`src/rtl/serial_subtractor_nbit.sv`:
```
// Bit-serial subtractor: diff = a - b computed LSB first through one full-adder cell (a + ~b + 1).
// Optional signed-overflow output is built only when SERIAL_SUB_OVF_EN is defined.
module serial_subtractor_nbit #(
    parameter int unsigned WIDTH = 3
) (
    input  logic             clk,
    input  logic             rst_n,
    input  logic             start,
    input  logic [WIDTH-1:0] a,
    input  logic [WIDTH-1:0] b,
    output logic             busy,
    output logic             done,
    output logic [WIDTH-1:0] diff,
    output logic             borrow
`ifdef SERIAL_SUB_OVF_EN
    ,
    output logic             ovf
`endif
);

    localparam int unsigned CNT_W = (WIDTH > 1) ? $clog2(WIDTH) : 1;
    localparam logic [CNT_W-1:0] LAST_BIT = CNT_W'(WIDTH - 1);

    typedef enum logic [1:0] {
        IDLE = 2'd0,
        RUN  = 2'd1,
        DONE = 2'd2
    } state_t;

    state_t           state, state_nxt;
    logic [WIDTH-1:0] a_sr, a_sr_nxt;
    logic [WIDTH-1:0] b_sr, b_sr_nxt;
    logic [WIDTH-2:0] res_sr, res_sr_nxt;
    logic [CNT_W-1:0] cnt, cnt_nxt;
    logic             carry, carry_nxt;
    logic             busy_nxt, done_nxt, borrow_nxt;
    logic [WIDTH-1:0] diff_nxt;
    logic             sum_c, cout_c, nb_c;
`ifdef SERIAL_SUB_OVF_EN
    logic             a_msb, a_msb_nxt, b_msb, b_msb_nxt, ovf_nxt;
`endif

    // Single full-adder cell fed with the inverted subtrahend bit
    assign nb_c   = ~b_sr[0];
    assign sum_c  = a_sr[0] ^ nb_c ^ carry;
    assign cout_c = (a_sr[0] & nb_c) | (a_sr[0] & carry) | (nb_c & carry);

    always_comb begin
        state_nxt  = state;
        a_sr_nxt   = a_sr;
        b_sr_nxt   = b_sr;
        res_sr_nxt = res_sr;
        cnt_nxt    = cnt;
        carry_nxt  = carry;
        done_nxt   = 1'b0;
        diff_nxt   = diff;
        borrow_nxt = borrow;
`ifdef SERIAL_SUB_OVF_EN
        a_msb_nxt  = a_msb;
        b_msb_nxt  = b_msb;
        ovf_nxt    = ovf;
`endif
        case (state)
            IDLE, DONE: begin
                state_nxt = IDLE;
                if (start) begin
                    state_nxt = RUN;
                    a_sr_nxt  = a;
                    b_sr_nxt  = b;
                    carry_nxt = 1'b1;
                    cnt_nxt   = '0;
`ifdef SERIAL_SUB_OVF_EN
                    a_msb_nxt = a[WIDTH-1];
                    b_msb_nxt = b[WIDTH-1];
`endif
                end
            end
            RUN: begin
                a_sr_nxt   = a_sr >> 1;
                b_sr_nxt   = b_sr >> 1;
                res_sr_nxt = (WIDTH-1)'({sum_c, res_sr} >> 1);
                carry_nxt  = cout_c;
                cnt_nxt    = cnt + CNT_W'(1);
                // Final bit: publish the full result so it is valid during the done cycle
                if (cnt == LAST_BIT) begin
                    state_nxt  = DONE;
                    done_nxt   = 1'b1;
                    diff_nxt   = {sum_c, res_sr};
                    borrow_nxt = ~cout_c;
`ifdef SERIAL_SUB_OVF_EN
                    ovf_nxt    = (a_msb != b_msb) && (sum_c != a_msb);
`endif
                end
            end
            default: state_nxt = IDLE;
        endcase
        busy_nxt = (state_nxt == RUN);
    end

    always_ff @(posedge clk or negedge rst_n) begin
        if (!rst_n) begin
            state  <= IDLE;
            a_sr   <= '0;
            b_sr   <= '0;
            res_sr <= '0;
            cnt    <= '0;
            carry  <= 1'b0;
            busy   <= 1'b0;
            done   <= 1'b0;
            diff   <= '0;
            borrow <= 1'b0;
`ifdef SERIAL_SUB_OVF_EN
            a_msb  <= 1'b0;
            b_msb  <= 1'b0;
            ovf    <= 1'b0;
`endif
        end else begin
            state  <= state_nxt;
            a_sr   <= a_sr_nxt;
            b_sr   <= b_sr_nxt;
            res_sr <= res_sr_nxt;
            cnt    <= cnt_nxt;
            carry  <= carry_nxt;
            busy   <= busy_nxt;
            done   <= done_nxt;
            diff   <= diff_nxt;
            borrow <= borrow_nxt;
`ifdef SERIAL_SUB_OVF_EN
            a_msb  <= a_msb_nxt;
            b_msb  <= b_msb_nxt;
            ovf    <= ovf_nxt;
`endif
        end
    end

endmodule

```
`config.mk`:
```
export PLATFORM = sky130hd
export DESIGN_NAME = serial_subtractor_nbit
export DESIGN_NICKNAME = d
export VERILOG_FILES = /design/src/rtl/serial_subtractor_nbit.sv
export SDC_FILE = /design/constraint.sdc
export NUM_CORES = 1
export LEC_CHECK = 0
export BUFFER_PORTS_ARGS = -buffer_cell sky130_fd_sc_hd__buf_4
export CORE_UTILIZATION = 57
export CTS_BUF_LIST = sky130_fd_sc_hd__clkbuf_16
export CTS_CLUSTER_DIAMETER = 150
export DETAILED_ROUTE_END_ITERATION = 10
export GPL_TIMING_DRIVEN = 1
export MAX_ROUTING_LAYER = met4
export PLACE_DENSITY = 0.81
export SLEW_MARGIN = 40
export SYNTH_ARGS = -nofsm -noshare
export SYNTH_HDL_FRONTEND = slang
export SYNTH_SLANG_ARGS = --single-unit
```
`constraint.sdc`:
```
create_clock -name clk -period 2.95 [get_ports clk]
set_input_delay 0.4425 -clock clk [delete_from_list [all_inputs] [get_ports clk]]
set_output_delay 0.4425 -clock clk [all_outputs]
set_load 0.005 [all_outputs]
```
==> Yosys cells after proc, flatten, opt, wreduce, memory -nomap -nowiden <==
Cells that the tools add are included.
{ "op_classes": {"add_sub_neg": 1, "n_eq_ne": 5, "muxes": 13, "n_bitwise": 9, "reduce_logical": 5} }
{ "ops": {"columns": ["operator", "n"], "rows": [
  ["$pmux W3 S2", 2],
  ["$pmux W2 S2", 2],
  ["$mux W3", 2],
  ["$eq A2 B1 Y1 const B", 2],
  ["$eq A2 B2 Y1 const B", 2],
  ["$mux W1", 4],
  ["$mux W2", 2],
  ["$reduce_and A2 Y1", 2],
  ["$and A1 B1 Y1", 3],
  ["$add A2 B1 Y2 const B", 1],
  ["$logic_not A2 Y1", 1],
  ["$ne A2 B2 Y1 const B", 1],
  ["$not A1 Y1", 2],
  ["$or A1 B1 Y1", 2],
  ["$pmux W1 S2", 1],
  ["$reduce_bool A2 Y1", 1],
  ["$reduce_or A2 Y1", 1],
  ["$xor A1 B1 Y1", 2]
]} }
{ "word_totals": {"reg_bits": 19, "in_bits": 9, "out_inout_bits": 6, "wordCells": 43} }

==> Depth between registers and ports, before layout <==
{ "logic_depth": {"ltp_word": 5, "ltp_mapped": 5, "depth_no_buf": 5} }

==> Worst setup path after synthesis <==
OpenSTA, ideal clock, no wires.
{ "synth_path": {"path_kind": "register to register", "start": "register a_sr[0]", "end": "register res_sr[1]", "setup_ns": 0.125, "arrival_ns": 1.133, "required_ns": 2.825, "path_slack_ns": 1.692, "path_stages_with_launch": 3, "n_path_buf": 0, "period_less_slack_ns": 1.258, "path_cell_list": "dfrtp_1 > fa_1 > mux2_4"} }
{ "synth_via": {"elab_chain_cells": 2} }
{ "synth_rtl": {"columns": ["element", "line", "text"], "rows": [
  ["from (decl)", "31", "logic [WIDTH-1:0] a_sr, a_sr_nxt;"],
  ["from (signal assigned)", "119", "a_sr <= a_sr_nxt;"],
  ["$xor A1 B1 Y1 (2 in series)", "45", "assign sum_c = a_sr[0] ^ nb_c ^ carry;"],
  ["named net sum_c", "38", "logic sum_c, cout_c, nb_c;"],
  ["to (signal assigned)", "121", "res_sr <= res_sr_nxt;"],
  ["to (decl)", "33", "logic [WIDTH-2:0] res_sr, res_sr_nxt;"]
]} }
The timed path passes the listed nets, and every way through them passes these cells.
A chain may end at the register's enable or synchronous reset.

==> Final worst setup path <==
{ "layout_path": {"start": "register state[0]", "end": "register diff[2]"} }
{ "layout_via": {"elab_chain_cells": 2} }
{ "layout_rtl": {"columns": ["element", "line", "text"], "rows": [
  ["from (decl)", "30", "state_t state, state_nxt;"],
  ["from (signal assigned)", "118", "state <= state_nxt;"],
  ["$eq A2 B1 Y1", "63", "case (state)"],
  ["$reduce_and A2 Y1 (no source line)", null, null],
  ["to (signal assigned)", "126", "diff <= diff_nxt;"],
  ["to (decl)", "13", "output logic [WIDTH-1:0] diff,"]
]} }
No other way between the ends.

==> impl_metrics.ini <==
[timing]
crit_path_time_final_ns = 1.42
slew_viol_final = 0
tightestPinTransition_ns = 0.634
hold_viol_final = 0
fin_setup_tns_ns = 0
final.setup_skew_ns = 0.00113
rsz_0062_raised_after_global_routing = no
fin_hold_ws_ns = 0.0574
setup_violations = 0
final.period_utilization_pct = 48.1
slew_headroom_pct = 57.7
fmaxAchievable_mhz = 705

[logic_synthesis]
synth-compound-area-share_pct = 11.0
synthMostInstantiatedCell = sky130_fd_sc_hd__dfrtp_1
synth.distinct_cells = 21
asyncSetResetFlopFracSynth_pct = 100
cell_types_with_the_largest_area_share_after_synthesis = sky130_fd_sc_hd__dfrtp_1 (53%), sky130_fd_sc_hd__mux2_4 (8.4%), sky130_fd_sc_hd__mux2i_1 (7.8%)
post_synth_most_frequent_cells = sky130_fd_sc_hd__dfrtp_1 (19), sky130_fd_sc_hd__mux2i_1 (7), sky130_fd_sc_hd__o21ai_0 (7)
synthMuxAreaShare_pct = 16.2
synth_enable_flop_cells = 0
dominantRegCellSynth = sky130_fd_sc_hd__dfrtp_1
ys_seq_elements = 19
yosys.area_share.adder_pct = 3.62
synth_area_um2 = 898
synth_simple_gate_area_share_pct = 10.7
synth_seq_area_share_pct = 52.9
yosys.area.top_type = sky130_fd_sc_hd__dfrtp_1
synth.top_cell.area_share_pct = 52.9
synth_fp_nets = 83
post_synthesis_cells = 72
synth.yosys.warnings = 0
synth_xor_area_share_pct = 0
synth_top_family_by_area = multiplexers
synthesis.area_per_instance_um2 = 12.5

[worst_setup_path]
crit_type = reg2reg
critical_path.max_stage_delay_ns = 0.75
worst_setup_path_end_kind = flip-flop
timing.critical_path.buf_inv = 0
crit_family = flip-flops
path_cells = nand3b_4, mux2_4
cp.arrival_ns = 1.55
timing.critical_path.slowest_stage_cell = sky130_fd_sc_hd__dfrtp_1
worst_ep_required_time_ns = 3.08
crit_fanout = 19
cp-start-kind = flip-flop

[placed_design]
gp_routability_congestion = 0.704
post_detailed_placement_half_perimeter_wirelength_um = 997
io_buffers = 14

[global_routing]
grt_residual_overflow = 0
first_pass_grt_wire_length_um = 2580
vias_in_the_first_global_route = 557
antenna_found_initial = 0
grt_start_max_net_pins = 20
grt_usage_pct = 20.5

[detailed_routing]
routed_wl_um = 1530
dr.first_iter.drc_count = 7
route.vias.total = 573
via_per_inst = 5.67
drt_drc_violations_left = 0
detail-route-antenna-nets = 0
detail_route.first_pass.iterations = 4
wire_per_inst_um = 15.2

[clocking]
path_clk_slew_ns = 0.05
cts_max_path_buffers = 2
clock_tree.root_cell = sky130_fd_sc_hd__clkbuf_16
cts_made_buffers = 3
post_cts.repair.setup_buffers = 0
cts_hold_buffers = 0
sink_count_of_the_clock_tree = 19
cts_max_level = 1
cts-resized-gates = 0
clock_latency_ns = 0.25
tritoncts = yes

[die]
design.portCount = 15
core_area_um2 = 1380
floorplan.initialDensity_pct = 65.0
die_width_um = 41.7
placementRows = 13
dieArea_um2 = 1740
dieHeight_um = 41.7

[layout]
antenna-diode-count = 0
layout_cell_share_with_drive_strength_beyond_1_pct = 29.1
finish.net_count = 98
fillers = 84
area_grow_syn2layout_pct = 18.8

[pwr]
cellPowerDensity_nw_per_um2 = 1140
power_leakage_nw = 0.517
vdd_drop_max_uv = 650
power_mw = 1.22

[status]
run_status = finished clean

[flow_run]
drv_cap = 0

[worst_hold_path]
min-delay-path-class = in2async
==> area by class of cell <==
type / count / area, um^2 / area share [%]
repair buffers: 14 / 105 / 9.85
flip-flops and latches: 19 / 475 / 44.5
clock inverters: 1 / 5.00 / 0.469
well taps: 15 / 18.8 / 1.76
multi-input cells: 45 / 373 / 34.9
clock buffers: 3 / 75.1 / 7.03
inverters: 4 / 15.0 / 1.41
==> cell families after synthesis <==
kind of cell | Yosys count
flip-flops | 19
AO/OA/AOI/OAI | 17
AND/OR/NAND/NOR | 14
multiplexers | 12
buffers and inverters | 8
adder cells (fa/ha/maj) | 2
==> routing by layer <==
layer	GRT usage (%)	vias up	wire length, um
li1	-	280	-
met1	29.0	278	740
met2	28.7	13	723
met3	3.91	2	54
met4	9.68	0	12
met5	-	-	0
==> where the power goes <==
group	internal, mW	switching (mW)
sequential	0.384	0.133
combinational	0.265	0.166
clock	0.181	0.0899
total	0.830	0.389
==> metrics by stage <==
stage / util (%) / instances / setup WS, ns / area [um^2]
finish: 77.2 / 101 / 1.53 / 1070
global route: 77.2 / 101 / 1.46 / 1070
CTS: 77.2 / 101 / 1.52 / 1070
detailed placement: 71.4 / 97 / 1.53 / 987
global placement: 71.4 / 97 / 1.58 / 987
floorplan: - / 72 / 1.69 / 898
==> layout by cell type, fill, tap and decap left out <==
master and instances:
sky130_fd_sc_hd__ha_1 1, sky130_fd_sc_hd__nand3b_4 1, sky130_fd_sc_hd__a211oi_1 4, sky130_fd_sc_hd__clkbuf_16 3
sky130_fd_sc_hd__nand2b_4 1, sky130_fd_sc_hd__dfrtp_1 19, sky130_fd_sc_hd__nor2_1 1, sky130_fd_sc_hd__nand2b_1 1
sky130_fd_sc_hd__a22o_1 1, sky130_fd_sc_hd__mux2i_1 7, sky130_fd_sc_hd__mux2_4 5, sky130_fd_sc_hd__nand3_1 3
sky130_fd_sc_hd__nand2_1 2, sky130_fd_sc_hd__nor2b_1 4, sky130_fd_sc_hd__fa_1 1, sky130_fd_sc_hd__nor3_1 1
sky130_fd_sc_hd__inv_1 4, sky130_fd_sc_hd__a21oi_1 5, sky130_fd_sc_hd__clkinv_2 1, sky130_fd_sc_hd__buf_4 14
sky130_fd_sc_hd__o21ai_0 7
==> flip-flops by register name, indices dropped and copies added, names as in the netlist <==
name,flops
done,1
diff,3
cnt,2
borrow,1
carry,1
b_sr,3
res_sr,2
a_sr,3
state,2
busy,1
==> final timing paths <==
check	startpoint	to	slack, ns	cells past startpoint
worst max register to register	state[0]$_DFF_PN0_	diff[2]$_DFFE_PN0P_	1.53	2
worst min-delay path	rst_n	cnt[1]$_DFFE_PN0P_	0.06	1
worst min register to register	cnt[0]$_DFFE_PN0P_	cnt[0]$_DFFE_PN0P_	0.48	1
min in group clk	cnt[0]$_DFFE_PN0P_	cnt[0]$_DFFE_PN0P_	0.48	1
max in group asynchronous	rst_n	diff[2]$_DFFE_PN0P_	2.70	1
worst max-delay path	state[0]$_DFF_PN0_	diff[2]$_DFFE_PN0P_	1.53	2
(Power assumes the default switching activity.)
